<file path="src/rtl/mem_xfer_engine.sv">
// mem_xfer_engine: loads DEPTH words into a source memory (memA), then folds
// adjacent pairs into a half-size destination memory (memB) using a latched
// COPY/ADD/SUB/ALT operation. memB is readable at any time through a
// registered read port.
module mem_xfer_engine #(
    parameter  int WIDTH = 8,
    parameter  int DEPTH = 8,
    localparam int AW    = $clog2(DEPTH),
    localparam int BW    = (DEPTH > 2) ? $clog2(DEPTH / 2) : 1
) (
    input  logic             clock,
    input  logic             reset,
    input  logic             start,
    input  logic [1:0]       mode,
    input  logic             datain_valid,
    input  logic [WIDTH-1:0] dataina,
    input  logic [BW-1:0]    rd_addr,
    output logic [WIDTH-1:0] rd_data,
    output logic             ready,
    output logic             busy,
    output logic             done,
    output logic             ovf
);

    typedef enum logic [1:0] {
        S_IDLE = 2'd0,
        S_LOAD = 2'd1,
        S_XFER = 2'd2,
        S_DONE = 2'd3
    } state_t;

    typedef enum logic [1:0] {
        OP_COPY = 2'd0,
        OP_ADD  = 2'd1,
        OP_SUB  = 2'd2,
        OP_ALT  = 2'd3
    } op_t;

    localparam logic [AW-1:0] LAST_WPTR = AW'(DEPTH - 1);
    localparam logic [BW-1:0] LAST_IDX  = BW'(DEPTH / 2 - 1);

    state_t           state_q;
    op_t              mode_q;
    logic [AW-1:0]    wptr_q;
    logic [BW-1:0]    idx_q;
    logic             ready_q;
    logic             busy_q;
    logic             done_q;
    logic             ovf_q;
    logic [WIDTH-1:0] rd_data_q;

    logic [WIDTH-1:0] mem_a_q [DEPTH];
    logic [WIDTH-1:0] mem_b_q [DEPTH/2];

    logic [AW-1:0]    a_addr;
    logic [AW-1:0]    b_addr;
    logic [WIDTH-1:0] op_a;
    logic [WIDTH-1:0] op_b;
    logic [WIDTH:0]   sum_d;
    logic [WIDTH:0]   diff_d;
    logic [WIDTH-1:0] result_d;
    logic             ovf_hit_d;

    // Pair operands for the current transfer index and the selected operation.
    // NOTE: every output of this block gets a default first, so no path leaves
    // a value unassigned and no latch is inferred.
    always_comb begin
        a_addr    = AW'({idx_q, 1'b0});
        b_addr    = a_addr | AW'(1);
        op_a      = mem_a_q[a_addr];
        op_b      = mem_a_q[b_addr];
        sum_d     = {1'b0, op_a} + {1'b0, op_b};
        diff_d    = {1'b0, op_a} - {1'b0, op_b};
        result_d  = op_a;
        ovf_hit_d = 1'b0;
        case (mode_q)
            OP_ADD: begin
                result_d  = sum_d[WIDTH-1:0];
                ovf_hit_d = sum_d[WIDTH];
            end
            OP_SUB: begin
                result_d  = diff_d[WIDTH-1:0];
                ovf_hit_d = diff_d[WIDTH];
            end
            OP_ALT: begin
                if (!idx_q[0]) begin
                    result_d  = sum_d[WIDTH-1:0];
                    ovf_hit_d = sum_d[WIDTH];
                end else begin
                    result_d  = diff_d[WIDTH-1:0];
                    ovf_hit_d = diff_d[WIDTH];
                end
            end
            default: begin
                result_d  = op_a;
                ovf_hit_d = 1'b0;
            end
        endcase
    end

    // Control FSM with registered handshake/status outputs.
    always_ff @(posedge clock or negedge reset) begin
        if (!reset) begin
            state_q <= S_IDLE;
            mode_q  <= OP_COPY;
            wptr_q  <= '0;
            idx_q   <= '0;
            ready_q <= 1'b0;
            busy_q  <= 1'b0;
            done_q  <= 1'b0;
            ovf_q   <= 1'b0;
        end else begin
            case (state_q)
                S_IDLE: begin
                    done_q <= 1'b0;
                    if (start) begin
                        state_q <= S_LOAD;
                        mode_q  <= op_t'(mode);
                        wptr_q  <= '0;
                        idx_q   <= '0;
                        ovf_q   <= 1'b0;
                        ready_q <= 1'b1;
                        busy_q  <= 1'b1;
                    end
                end
                S_LOAD: begin
                    if (datain_valid) begin
                        wptr_q <= wptr_q + AW'(1);
                        if (wptr_q == LAST_WPTR) begin
                            state_q <= S_XFER;
                            ready_q <= 1'b0;
                        end
                    end
                end
                S_XFER: begin
                    idx_q <= idx_q + BW'(1);
                    if (ovf_hit_d) begin
                        ovf_q <= 1'b1;
                    end
                    if (idx_q == LAST_IDX) begin
                        state_q <= S_DONE;
                        done_q  <= 1'b1;
                    end
                end
                default: begin
                    state_q <= S_IDLE;
                    done_q  <= 1'b0;
                    busy_q  <= 1'b0;
                end
            endcase
        end
    end

    // Source memory: written only by accepted words while loading.
    // NOTE: both memories are flop arrays cleared by reset, so an aborted job
    // leaves no partial data behind; this cannot map onto an SRAM macro.
    always_ff @(posedge clock or negedge reset) begin
        if (!reset) begin
            for (int k = 0; k < DEPTH; k++) begin
                mem_a_q[k] <= '0;
            end
        end else if (state_q == S_LOAD && datain_valid) begin
            mem_a_q[wptr_q] <= dataina;
        end
    end

    // Destination memory write during transfer plus the registered read port.
    // NOTE: non-blocking updates mean a read of the entry being written in the
    // same cycle returns its previous contents.
    always_ff @(posedge clock or negedge reset) begin
        if (!reset) begin
            for (int k = 0; k < DEPTH / 2; k++) begin
                mem_b_q[k] <= '0;
            end
            rd_data_q <= '0;
        end else begin
            if (state_q == S_XFER) begin
                mem_b_q[idx_q] <= result_d;
            end
            rd_data_q <= mem_b_q[rd_addr];
        end
    end

    assign rd_data = rd_data_q;
    assign ready   = ready_q;
    assign busy    = busy_q;
    assign done    = done_q;
    assign ovf     = ovf_q;

endmodule
</file>
<file path="config.mk">
export PLATFORM = sky130hd
export DESIGN_NAME = mem_xfer_engine
export DESIGN_NICKNAME = d
export VERILOG_FILES = /design/src/rtl/mem_xfer_engine.sv
export SDC_FILE = /design/constraint.sdc
export NUM_CORES = 1
export LEC_CHECK = 0
export CAP_MARGIN = 5
export CORE_MARGIN = 4
export CORE_UTILIZATION = 35
export DETAILED_ROUTE_END_ITERATION = 12
export GPL_TIMING_DRIVEN = 1
export PLACE_DENSITY = 0.53
export SLEW_MARGIN = 20
export SYNTH_ARGS = -nofsm -noshare
export SYNTH_HDL_FRONTEND = slang
export SYNTH_SLANG_ARGS = --single-unit
</file>
<file path="constraint.sdc">
create_clock -name clock -period 3.3 [get_ports clock]
set_clock_uncertainty 0.2 [all_clocks]
set_input_delay 0.33 -clock clock [delete_from_list [all_inputs] [get_ports clock]]
set_output_delay 0.33 -clock clock [all_outputs]
set_load 0.02 [all_outputs]
</file>
==> results_dict.tcl <==
set metrics [dict create \
    status "finished, final reports clean" \
    drc 0 \
    avgSynthCellArea_sq_um 12.7 \
    die-area_sq_um 19400 \
    grt_pass1_wl_mm 22.3 \
    worstSkewPairLatency_ns 0.42 \
    dp_slack_ns -0.0287 \
    nFillCells 1547 \
    rr_endpoint "mem_b_q[19]" \
    io_buffers 27 \
    hpwl_mm 9.37 \
    viasPerCell 5.21 \
    ys_seq_area_share_pct 48.6 \
    clock_sinks 117 \
    tritoncts "yes" \
    synth_warnings 0 \
    maxCapViolCount 0 \
    slew_viol_final 0 \
    antenna_left 0 \
    setup_slack_ns 0.0752 \
    via_count 3905 \
    rr_startpoint "idx_q[0]" \
    reg2reg_depth 9 \
    critPathLaunchType "register" \
    nets 561 \
    path_clk_slew_ns 0.06 \
    path_max_fanout 13 \
    finalHoldViolCount 0 \
    worstMarginPinSlew_ns 0.652 \
    grt-ovfl-total 0 \
    drive_above_1_share_pct 34.3 \
    cts_buffers 17 \
    grtUsageTotal_pct 14.8 \
    slowest_stage "mux4_2" \
    root_buffer "clkbuf_16" \
    crit_path_end_kind "register" \
    synth_nets 518 \
    finalNonFillerCells 750 \
    cts_max_path_buffers 2 \
    reg2reg_slack_ns 0.08 \
    grt_max_degree 69 \
    p_per_area_nw_per_um2 1080 \
    antenna_cells 0 \
    drt-pass1-iter-count 4 \
    antenna_found_initial 0 \
    finalCritPeriodShare_pct 97.7 \
    async_flop_share_pct 100 \
    io_pins 28 \
    crit_chain "buf_12, mux4_2, ha_1, nor2b_1, o31ai_1, a21oi_1, a211oi_1, buf_4, mux2_2" \
    fin_util_pct 43.5 \
    hold_path_class "register to register" \
    setup_violations 0 \
    crit_arrival_ns 3.38 \
    drt_wl_total_mm 13.5 \
    synthesis.area_sq_um 6030 \
    grt_pass1_vias 4119 \
    min_period_ns 3.22 \
    slowest_delay_ns 0.57 \
    area_growth_pct 20.5 \
    wire_per_inst_microns 18.1 \
    synth_flop_cell "dfrtp_1" \
    core-area_sq_um 16700 \
    gp_congestion 0.853 \
    synthCells 474 \
    mostFrequentLayoutCells "117 x dfrtp_1, 86 x mux2_2, 38 x nand2_1" \
    cts_max_level 4 \
    final_common_cell "dfrtp_1" \
    rows 47 \
    vdd_drop_max_mv 0.502 \
    initial_core_util_pct 36.1 \
    dieWidth_microns 139 \
    die_h_microns 139 \
    relSlewSlack_pct 56.5 \
    hp-start "mem_b_q[0]" \
    dp.cells 713 \
    synth.distinct_cells 57 \
    timing.setup.tns_ns 0 \
    cp.required_ns 3.46 \
    crit_start "idx_q[0]" \
    min_delay_path_depth 2 \
    synth_seq_cells 117 \
    max_freq_ghz 0.310 \
    criticalPathCategory "register to register" \
    synth-edff-count 0 \
    drt_iter0_drc 161 \
    crit_end "mem_b_q[19]" \
    power.leakage_nw 3.25 \
]
## worst min path at each step
stage | end | slack [ns]
floorplan | busy | -0.17
global placement | mem_b_q[2] | 0.19
detailed placement | mem_b_q[26] | 0.21
CTS | mem_b_q[12] | 0.28
global route | mem_b_q[12] | 0.30
finish | mem_b_q[0] | 0.28
## state kept, by name, indices dropped and copies added (netlist names)
signal	cells
mem_a_q	64
mem_b_q	32
rd_data	8
wptr_q	3
idx_q	2
mode_q	2
state_q	2
busy	1
done	1
ovf	1
ready	1
## layer usage
metal	GRT usage, %	part of all wire [%]
met2	23.6	48
met3	3.95	3.4
met4	5.30	1.2
met1	19.5	48
met5	0	0
## through the flow
step                instance area (sq um)  hold WS (ns)  total power [mW]
floorplan                            6030        -0.166              4.86
global placement                     6590         0.194              5.83
detailed placement                   6590         0.206              5.92
CTS                                  7140         0.282              7.61
global route                         7260         0.299              8.41
finish                               7260         0.282              7.83
## area by class of cell
class | instances | area, sq um | share of cell area (%)
clock inverter | 10 | 57.6 | 0.793
inverter | 24 | 90.1 | 1.24
sequential | 117 | 2930 | 40.3
tap | 220 | 275 | 3.79
clock buffer | 22 | 464 | 6.39
multi-input combinational | 311 | 3000 | 41.4
timing repair buffer | 46 | 442 | 6.08
## kinds of logic (layout without fill, tap and decap cells)
kind of cell | after synthesis | in the layout | synth area share, %
compound gates | 78 | 78 | 8.64
mux | 114 | 114 | 25.8
fa+ha+maj | 28 | 28 | 6.06
buf+inv | 46 | 102 | 3.28
flops | 117 | 117 | 48.6
simple gates | 88 | 88 | 7.16
xor+xnor | 3 | 3 | 0.436
## Yosys cell counts, drive strengths merged (2+ instances only)
cell / instances / area [sq um]
a22o: 3 / 26.3
mux4: 24 / 548
nand3: 7 / 35.0
clkbuf: 9 / 35.0
a31oi: 2 / 12.5
inv: 24 / 90.1
fa: 2 / 40.0
ha: 26 / 325
nor3: 3 / 25.0
nor4: 3 / 33.8
nor2: 20 / 80.1
nand2: 38 / 143
o221ai: 2 / 17.5
nor2b: 3 / 18.8
mux2: 86 / 968
a221oi: 2 / 17.5
a21oi: 20 / 108
mux2i: 4 / 40.0
a211oi: 4 / 35.0
o21bai: 3 / 22.5
or3: 2 / 12.5
nand2b: 5 / 31.3
buf: 13 / 72.6
and2: 3 / 18.8
o41ai: 4 / 35.0
o21ai: 22 / 110
o21a: 3 / 22.5
o31ai: 2 / 15.0
dfrtp: 117 / 2930
xnor2: 3 / 26.3
## where the power goes
| group | internal (mW) | switching (mW) | total, mW |
|---|---|---|---|
| clock network | 0.984 | 0.635 | 1.62 |
| logic | 1.86 | 2.13 | 3.99 |
| registers | 1.94 | 0.282 | 2.22 |
| total | 4.78 | 3.05 | 7.83 |
## timing repair
item | 4_1_cts | 5_1_grt
gates resized for setup | 3 | 16
hold buffers | 1 | 0
endpoints found under the hold margin | 49 | 0
setup buffers | 0 | 4
endpoints found under the setup margin | 9 | 14
pin swaps | 0 | 4
## worst max-delay path: cells and delay by family (launching register included)
family,cells,cell delay [ns]
AO/OA/AOI/OAI,3,0.96
adder cells (fa/ha/maj),1,0.32
buffers and inverters,2,0.40
flip-flops,1,0.42
multiplexers,2,0.72
AND/OR/NAND/NOR,1,0.14
(Power assumes the default switching activity.)
